--- src/rtl/dashcam_bus_pkg.sv ---
// ----------------------------------------------------------------------------
// dashcam_bus_pkg
//   Shared types and constants for the dashcam memory arbiter.
//   - arb_state_e : arbiter FSM states (IDLE, BURST, DRAIN)
//   - *_DEF       : default configuration of the arbiter
//   - BEAT_BYTES  : bytes per memory beat in the default configuration
//   - ID_W        : requester index width in the default configuration
// ----------------------------------------------------------------------------
package dashcam_bus_pkg;

    localparam int NUM_REQ_DEF = 4;
    localparam int ADDR_W_DEF  = 32;
    localparam int DATA_W_DEF  = 32;
    localparam int LEN_W_DEF   = 3;

    localparam int BEAT_BYTES  = DATA_W_DEF / 8;
    localparam int ID_W        = $clog2(NUM_REQ_DEF);

    typedef enum logic [1:0] {
        ST_IDLE  = 2'd0,
        ST_BURST = 2'd1,
        ST_DRAIN = 2'd2
    } arb_state_e;

endpackage

--- src/rtl/dashcam_mem_arbiter_rr_picker.sv ---
// ----------------------------------------------------------------------------
// rr_picker
//   Combinational round-robin picker: selects the first set bit of 'mask'
//   at or after position 'ptr', wrapping cyclically.
//   Ports:
//     mask  in  N    candidate requesters
//     ptr   in  IDW  starting position (must be < N)
//     grant out N    one-hot grant (all zero when mask is empty)
//     idx   out IDW  index of the granted requester
//     any   out 1    at least one candidate present
// ----------------------------------------------------------------------------
module rr_picker #(
    parameter int N   = 4,
    parameter int IDW = 2
) (
    input  logic [N-1:0]   mask,
    input  logic [IDW-1:0] ptr,
    output logic [N-1:0]   grant,
    output logic [IDW-1:0] idx,
    output logic           any
);

    logic [2*N-1:0] dbl;
    logic [N-1:0]   rot;

    // NOTE: every signal written here gets a default first so no path leaves
    // it unassigned, which would otherwise infer a latch.
    always_comb begin
        // Rotate the mask so that position ptr lands at bit 0; the first set
        // bit of the rotated vector is then the round-robin winner.
        dbl   = {mask, mask} >> ptr;
        rot   = dbl[N-1:0];
        grant = '0;
        idx   = '0;
        any   = 1'b0;
        for (int k = 0; k < N; k++) begin
            if (!any && rot[k]) begin
                any = 1'b1;
                idx = IDW'((int'(ptr) + k) % N);
            end
        end
        for (int j = 0; j < N; j++) begin
            grant[j] = any && (idx == IDW'(j));
        end
    end

endmodule

--- src/rtl/dashcam_mem_arbiter.sv ---
// ----------------------------------------------------------------------------
// dashcam_mem_arbiter
//   Shares one memory port between NUM_REQ bus masters with per-burst
//   round-robin arbitration. The winner keeps the port for its whole burst
//   and read responses are routed back to it.
//   Optional feature macro: ARB_URGENT_PRIO_EN adds req_urgent; urgent
//   requesters win arbitration over non-urgent ones (never pre-emptive).
//   Ports:
//     clk, reset_n            clock, asynchronous active-low reset
//     req_valid/ready/we      per-requester burst request, beat accept, direction
//     req_addr/len/wdata      packed per-requester start address, beats-1, wdata
//     req_urgent              (ARB_URGENT_PRIO_EN only) urgent request flags
//     rsp_valid/rsp_rdata     one-hot read response valid, shared read data
//     mem_valid/ready/we      beat request to memory and its handshake
//     mem_addr/wdata          beat address and write data
//     mem_rvalid/rdata        in-order read data return
//     grant_id                current / last burst owner
// ----------------------------------------------------------------------------
module dashcam_mem_arbiter
    import dashcam_bus_pkg::*;
#(
    parameter int NUM_REQ = NUM_REQ_DEF,
    parameter int ADDR_W  = ADDR_W_DEF,
    parameter int DATA_W  = DATA_W_DEF,
    parameter int LEN_W   = LEN_W_DEF
) (
    input  logic                        clk,
    input  logic                        reset_n,
    input  logic [NUM_REQ-1:0]          req_valid,
    output logic [NUM_REQ-1:0]          req_ready,
    input  logic [NUM_REQ-1:0]          req_we,
    input  logic [NUM_REQ*ADDR_W-1:0]   req_addr,
    input  logic [NUM_REQ*LEN_W-1:0]    req_len,
    input  logic [NUM_REQ*DATA_W-1:0]   req_wdata,
`ifdef ARB_URGENT_PRIO_EN
    input  logic [NUM_REQ-1:0]          req_urgent,
`endif
    output logic [NUM_REQ-1:0]          rsp_valid,
    output logic [DATA_W-1:0]           rsp_rdata,
    output logic                        mem_valid,
    input  logic                        mem_ready,
    output logic                        mem_we,
    output logic [ADDR_W-1:0]           mem_addr,
    output logic [DATA_W-1:0]           mem_wdata,
    input  logic                        mem_rvalid,
    input  logic [DATA_W-1:0]           mem_rdata,
    output logic [$clog2(NUM_REQ)-1:0]  grant_id
);

    localparam int IDW = $clog2(NUM_REQ);
    localparam int BPB = DATA_W / 8;

    arb_state_e        state_q,   state_d;
    logic [IDW-1:0]    owner_q,   owner_d;
    logic [ADDR_W-1:0] base_q,    base_d;
    logic [LEN_W-1:0]  len_q,     len_d;
    logic              we_q,      we_d;
    logic [LEN_W-1:0]  beat_q,    beat_d;
    logic [IDW-1:0]    rr_ptr_q,  rr_ptr_d;
    logic [LEN_W:0]    out_cnt_q, out_cnt_d;

    logic [NUM_REQ-1:0] arb_mask;
    logic [NUM_REQ-1:0] pick_grant;
    logic [IDW-1:0]     pick_idx;
    logic               pick_any;
    logic               owner_valid;
    logic [DATA_W-1:0]  owner_wdata;
    logic               rd_issue;
    logic               rsp_accept;

`ifdef ARB_URGENT_PRIO_EN
    logic [NUM_REQ-1:0] urgent_mask;
    assign urgent_mask = req_valid & req_urgent;
    // Urgent requesters form their own round-robin pool when any is present.
    assign arb_mask    = (|urgent_mask) ? urgent_mask : req_valid;
`else
    assign arb_mask    = req_valid;
`endif

    rr_picker #(
        .N   (NUM_REQ),
        .IDW (IDW)
    ) u_picker (
        .mask  (arb_mask),
        .ptr   (rr_ptr_q),
        .grant (pick_grant),
        .idx   (pick_idx),
        .any   (pick_any)
    );

    // Owner's live request signals; valid drives bubbles, wdata is forwarded.
    always_comb begin
        owner_valid = 1'b0;
        owner_wdata = '0;
        for (int i = 0; i < NUM_REQ; i++) begin
            if (owner_q == IDW'(i)) begin
                owner_valid = req_valid[i];
                owner_wdata = req_wdata[i*DATA_W +: DATA_W];
            end
        end
    end

    // Responses with nothing outstanding (stray or from before a reset) are dropped.
    assign rd_issue   = (state_q == ST_BURST) && owner_valid && mem_ready && !we_q;
    assign rsp_accept = mem_rvalid && (out_cnt_q != '0);

    always_comb begin
        out_cnt_d = out_cnt_q;
        if (rd_issue && !rsp_accept) begin
            out_cnt_d = out_cnt_q + 1'b1;
        end else if (!rd_issue && rsp_accept) begin
            out_cnt_d = out_cnt_q - 1'b1;
        end
    end

    always_comb begin
        rsp_valid = '0;
        rsp_rdata = '0;
        if (rsp_accept) begin
            rsp_rdata = mem_rdata;
            for (int i = 0; i < NUM_REQ; i++) begin
                rsp_valid[i] = (owner_q == IDW'(i));
            end
        end
    end

    always_comb begin
        state_d   = state_q;
        owner_d   = owner_q;
        base_d    = base_q;
        len_d     = len_q;
        we_d      = we_q;
        beat_d    = beat_q;
        rr_ptr_d  = rr_ptr_q;
        mem_valid = 1'b0;
        mem_we    = 1'b0;
        mem_addr  = '0;
        mem_wdata = '0;
        req_ready = '0;
        case (state_q)
            ST_IDLE: begin
                if (pick_any) begin
                    state_d = ST_BURST;
                    owner_d = pick_idx;
                    beat_d  = '0;
                    for (int i = 0; i < NUM_REQ; i++) begin
                        if (pick_grant[i]) begin
                            base_d = req_addr[i*ADDR_W +: ADDR_W];
                            len_d  = req_len[i*LEN_W +: LEN_W];
                            we_d   = req_we[i];
                        end
                    end
                end
            end
            ST_BURST: begin
                mem_valid = owner_valid;
                mem_we    = we_q;
                // Plain modular add: bursts may wrap past the top of the address space.
                mem_addr  = base_q + ADDR_W'(beat_q) * ADDR_W'(BPB);
                mem_wdata = owner_wdata;
                for (int i = 0; i < NUM_REQ; i++) begin
                    if (owner_q == IDW'(i)) begin
                        req_ready[i] = mem_ready;
                    end
                end
                if (owner_valid && mem_ready) begin
                    beat_d = beat_q + 1'b1;
                    if (beat_q == len_q) begin
                        rr_ptr_d = (owner_q == IDW'(NUM_REQ - 1)) ? '0 : owner_q + 1'b1;
                        if (we_q || (out_cnt_d == '0)) begin
                            state_d = ST_IDLE;
                        end else begin
                            state_d = ST_DRAIN;
                        end
                    end
                end
            end
            ST_DRAIN: begin
                if (out_cnt_d == '0) begin
                    state_d = ST_IDLE;
                end
            end
            default: state_d = ST_IDLE;
        endcase
    end

    assign grant_id = owner_q;

    // NOTE: sequential state uses non-blocking assignments so every flop
    // samples the pre-edge value of the others, independent of statement order.
    always_ff @(posedge clk or negedge reset_n) begin
        if (!reset_n) begin
            state_q   <= ST_IDLE;
            owner_q   <= '0;
            base_q    <= '0;
            len_q     <= '0;
            we_q      <= 1'b0;
            beat_q    <= '0;
            rr_ptr_q  <= '0;
            out_cnt_q <= '0;
        end else begin
            state_q   <= state_d;
            owner_q   <= owner_d;
            base_q    <= base_d;
            len_q     <= len_d;
            we_q      <= we_d;
            beat_q    <= beat_d;
            rr_ptr_q  <= rr_ptr_d;
            out_cnt_q <= out_cnt_d;
        end
    end

endmodule

--- config.mk ---
export PLATFORM = sky130hd
export DESIGN_NAME = dashcam_mem_arbiter
export DESIGN_NICKNAME = d
export VERILOG_FILES = /design/src/rtl/dashcam_bus_pkg.sv /design/src/rtl/dashcam_mem_arbiter_rr_picker.sv /design/src/rtl/dashcam_mem_arbiter.sv
export SDC_FILE = /design/constraint.sdc
export NUM_CORES = 1
export LEC_CHECK = 0
export ABC_AREA = 1
export ABC_CLOCK_PERIOD_IN_PS = 3700
export CORE_AREA = 4 4 163 165
export CTS_BUF_LIST = sky130_fd_sc_hd__clkbuf_8
export DETAILED_ROUTE_END_ITERATION = 12
export DIE_AREA = 0 0 167 169
export PLACE_DENSITY = 0.65
export SETUP_SLACK_MARGIN = 0.3
export SLEW_MARGIN = 15
export SYNTH_ARGS = -nofsm -noshare
export SYNTH_HDL_FRONTEND = slang
export SYNTH_SLANG_ARGS = --single-unit
--- constraint.sdc ---
create_clock -name clk -period 3.7 [get_ports clk]
set_clock_uncertainty 0.15 [all_clocks]
set_input_delay 0.74 -clock clk [delete_from_list [all_inputs] [get_ports clk]]
set_output_delay 0.74 -clock clk [all_outputs]
set_load 0.02 [all_outputs]
==> reports/qor.yml <==
clock_network:
  clk_latency_ns: 0.32
  root_buffer: "clkbuf_8"
  cts_tree: "built"
  cts_max_level: 2
  clk_pin_slew_worst_paths_ns: 0.10
  cts_sinks: 49
  cts_made_buffers: 5
  holdBufCountCts: 0
  cts_buffer_depth: 2
synthesis:
  synth_cells: 1157
  yosysWarningCount: 0
  syn_area_per_cell_sq_um: 5.71
  synth_cell_types: 44
  synth_nets: 1480
  synth_seq_area_share_pct: 18.6
  netlist_area_sq_um: 6610
  synth-seq-cells: 49
global_route:
  grt_pass1_vias: 8502
  track_usage_pct: 21.7
  grt_max_degree: 68
  antenna_found_initial: 3
  grt_pass1_wl_microns: 49000
  overflow: 0
drt:
  first_iter_violations: 534
  vias: 8846
  via_per_inst: 4.71
  drcViolationCount: 0
  drt-pass1-iter-count: 5
  wl_per_cell_microns: 17.5
  antenna_left: 0
  wirelength_microns: 32900
timing:
  slew_headroom_pct: 44.8
  fmax_mhz: 291
  slew_violations: 0
  period_share_pct: 92.9
  final_hold_viol_count: 0
  finalSetupTns_ns: 0
  rsz0062_at_grt: "yes"
  period_needed_ns: 3.44
  worstMarginPinSlew_ns: 0.827
  final.setup.worst_slack_ns: 0.263
  setup_viol: 0
die:
  die_h_microns: 169
  die_area_sq_um: 28200
  die_w_microns: 167
  pin_count: 420
  initial_utilization_pct: 26.4
  num_rows: 58
  coreArea_sq_um: 25000
final_layout:
  nNetsFinal: 1867
  layout-drive-gt1-share_pct: 9.45
  utilization_pct: 45.7
  area_growth_pct: 73.1
  stdcell_count: 1877
worst_setup_path:
  cpPeakStageDelay_ns: 0.37
  endpoint_kind: "output pin"
  r2r_cells: 13
  worstPathRequired_ns: 2.81
  crit_type: "flop to output pin"
  cpMaxStageDelayCell: "dfrtp_1"
  start_kind: "flop"
  crit_buf_inv: 1
  critical_path.cell_chain: "ha_2 -> fa_2 -> nand3_1 -> nand2_2 -> nand3_4 -> nor2_4 -> nand3_4 -> nor3_4 -> nand2_1 -> nor2_2 -> nand2_2 -> o21ai_1 -> nor2_1 -> buf_4"
  cp.depth: 14
  crit_arrival_ns: 2.55
  crit_family: "simple AND/OR/NAND/NOR gates"
  cp_max_fo: 5
placed_design:
  gp_congestion: 0.989
  place_hpwl_microns: 26600
  pre_cts_slack_ns: 0.153
  dp.cells: 1860
  numPortBuffers: 419
power:
  power_density_nw_per_um2: 800
  net-switching-power_uw: 5400
  ir_worst_vdd_v: 0.000456
  p_clk_share_pct: 4.5
  sw_frac_of_total_pct: 59.1
  pwr-share-seq_pct: 12.7
  leakage_uw: 0.00601
  combPwrFrac_pct: 82.8
  p_int_uw: 3740
min_path:
  hold_depth: 2
  holdCritPathClass: "flop to flop"
status:
  status: "finished clean"
job:
  maxCapViolations: 0
==> per-layer routing <==
metal | global-route usage [%] | part of all wire, %
met1 | 26.6 | 41
met2 | 39.0 | 49
met3 | 4.51 | 8.3
met4 | 5.05 | 2.1
met5 | 0 | 0.040
==> state kept, by name, summed over array words and instances, names as in the netlist <==
register   count
grant_id       2
rr_ptr_q       2
beat_q         3
base_q        32
out_cnt_q      4
we_q           1
state_q        2
len_q          3
==> per-stage QoR <==
stage / total power [uW] / instance area, sq um / hold slack, ns
floorplan: 6230 / 6610 / 0.294
global placement: 8870 / 11100 / 0.321
detailed placement: 8920 / 11100 / 0.321
CTS: 9190 / 11300 / 0.349
global route: 10000 / 11400 / 0.400
finish: 9150 / 11400 / 0.342
==> placed cells by master (no fill, tap or decap), drive strengths merged <==
cell type / synthesis / layout
a31oi: 5 / 5
clkinv: 1 / 2
inv: 194 / 195
and2: 1 / 1
o211ai: 1 / 1
nand3: 104 / 104
buf: 29 / 50
a211oi: 2 / 2
a21oi: 118 / 118
clkdlybuf4s50: 0 / 324
xnor2: 8 / 8
bufinv: 0 / 1
nor4: 4 / 4
clkbuf: 43 / 8
dfrtp: 49 / 49
diode: 0 / 2
clkdlybuf4s15: 0 / 4
nor4b: 1 / 1
nor3: 10 / 10
dlygate4sd2: 0 / 32
nor3b: 1 / 1
nor2: 125 / 125
ha: 10 / 10
xor2: 8 / 8
dlymetal6s2s: 0 / 39
o21ai: 149 / 149
nand4: 19 / 19
o31ai: 2 / 2
nand2: 272 / 272
fa: 1 / 1
==> worst min-delay path: stages (launching register included) <==
cell     delay (ns)
dfrtp_1        0.36
nand2_1        0.06
nand2_1        0.05
==> cell usage after synthesis, drive strengths merged <==
cell | n | area share (%)
a211oi | 2 | 0.23
a21oi | 118 | 8.9
a31oi | 5 | 0.47
and2 | 1 | 0.095
buf | 29 | 3.7
clkbuf | 43 | 2.4
clkinv | 1 | 0.057
dfrtp | 49 | 19
fa | 1 | 0.30
ha | 10 | 1.9
inv | 194 | 11
nand2 | 272 | 16
nand3 | 104 | 11
nand4 | 19 | 2.0
nor2 | 125 | 7.6
nor3 | 10 | 0.83
nor3b | 1 | 0.11
nor4 | 4 | 0.47
nor4b | 1 | 0.13
o211ai | 1 | 0.11
o21ai | 149 | 11
o31ai | 2 | 0.44
xnor2 | 8 | 1.1
xor2 | 8 | 1.1
==> worst paths after layout <==
kind	startpoint	endpoint	slack, ns
max	beat_q[0]	mem_addr[22]	0.26
min	base_q[1]	base_q[1]	0.34
max reg2reg	rr_ptr_q[0]	base_q[19]	0.88
min reg2reg	base_q[1]	base_q[1]	0.34
max in group asynchronous	reset_n	beat_q[1]	2.28
min in group asynchronous	reset_n	base_q[15]	0.35
==> cell type report <==
type | instances | area, sq um
tap | 330 | 413
antenna | 2 | 5.00
sequential | 49 | 1230
clock buffer | 5 | 68.8
multi-input combinational | 841 | 4380
fill | 2655 | 13600
clock inverter | 3 | 47.5
timing repair buffer | 452 | 4560
inverter | 195 | 739
==> power groups by stage <==
stage | clock [uW] | combinational, uW | sequential (uW)
after floorplan | 0 | 5200 | 1030
after global placement | 0 | 7730 | 1140
after detailed placement | 0 | 7780 | 1150
after CTS | 430 | 7610 | 1150
after global routing | 449 | 8380 | 1200
final | 414 | 7570 | 1160
==> timing repair <==
item | 4_1_cts | 5_1_grt
setup buffers | 2 | 5
pin swaps | 4 | 5
gates resized for setup | 73 | 72
setup endpoints to repair | 56 | 67
==> kinds of logic (layout without fill, tap and decap cells) <==
logic type / after synthesis / in the layout / synth area share (%)
and+or+nand+nor: 537 / 537 / 38.3
AOI/OAI and AO/OA: 277 / 277 / 21.5
buffers and inverters: 267 / 655 / 17.4
DFF: 49 / 49 / 18.6
xor gates and xnor gates: 16 / 16 / 2.12
adders and majority gates: 11 / 11 / 2.20
other: 0 / 2 / 0
Note: power is estimated with default switching activity, not from simulation.
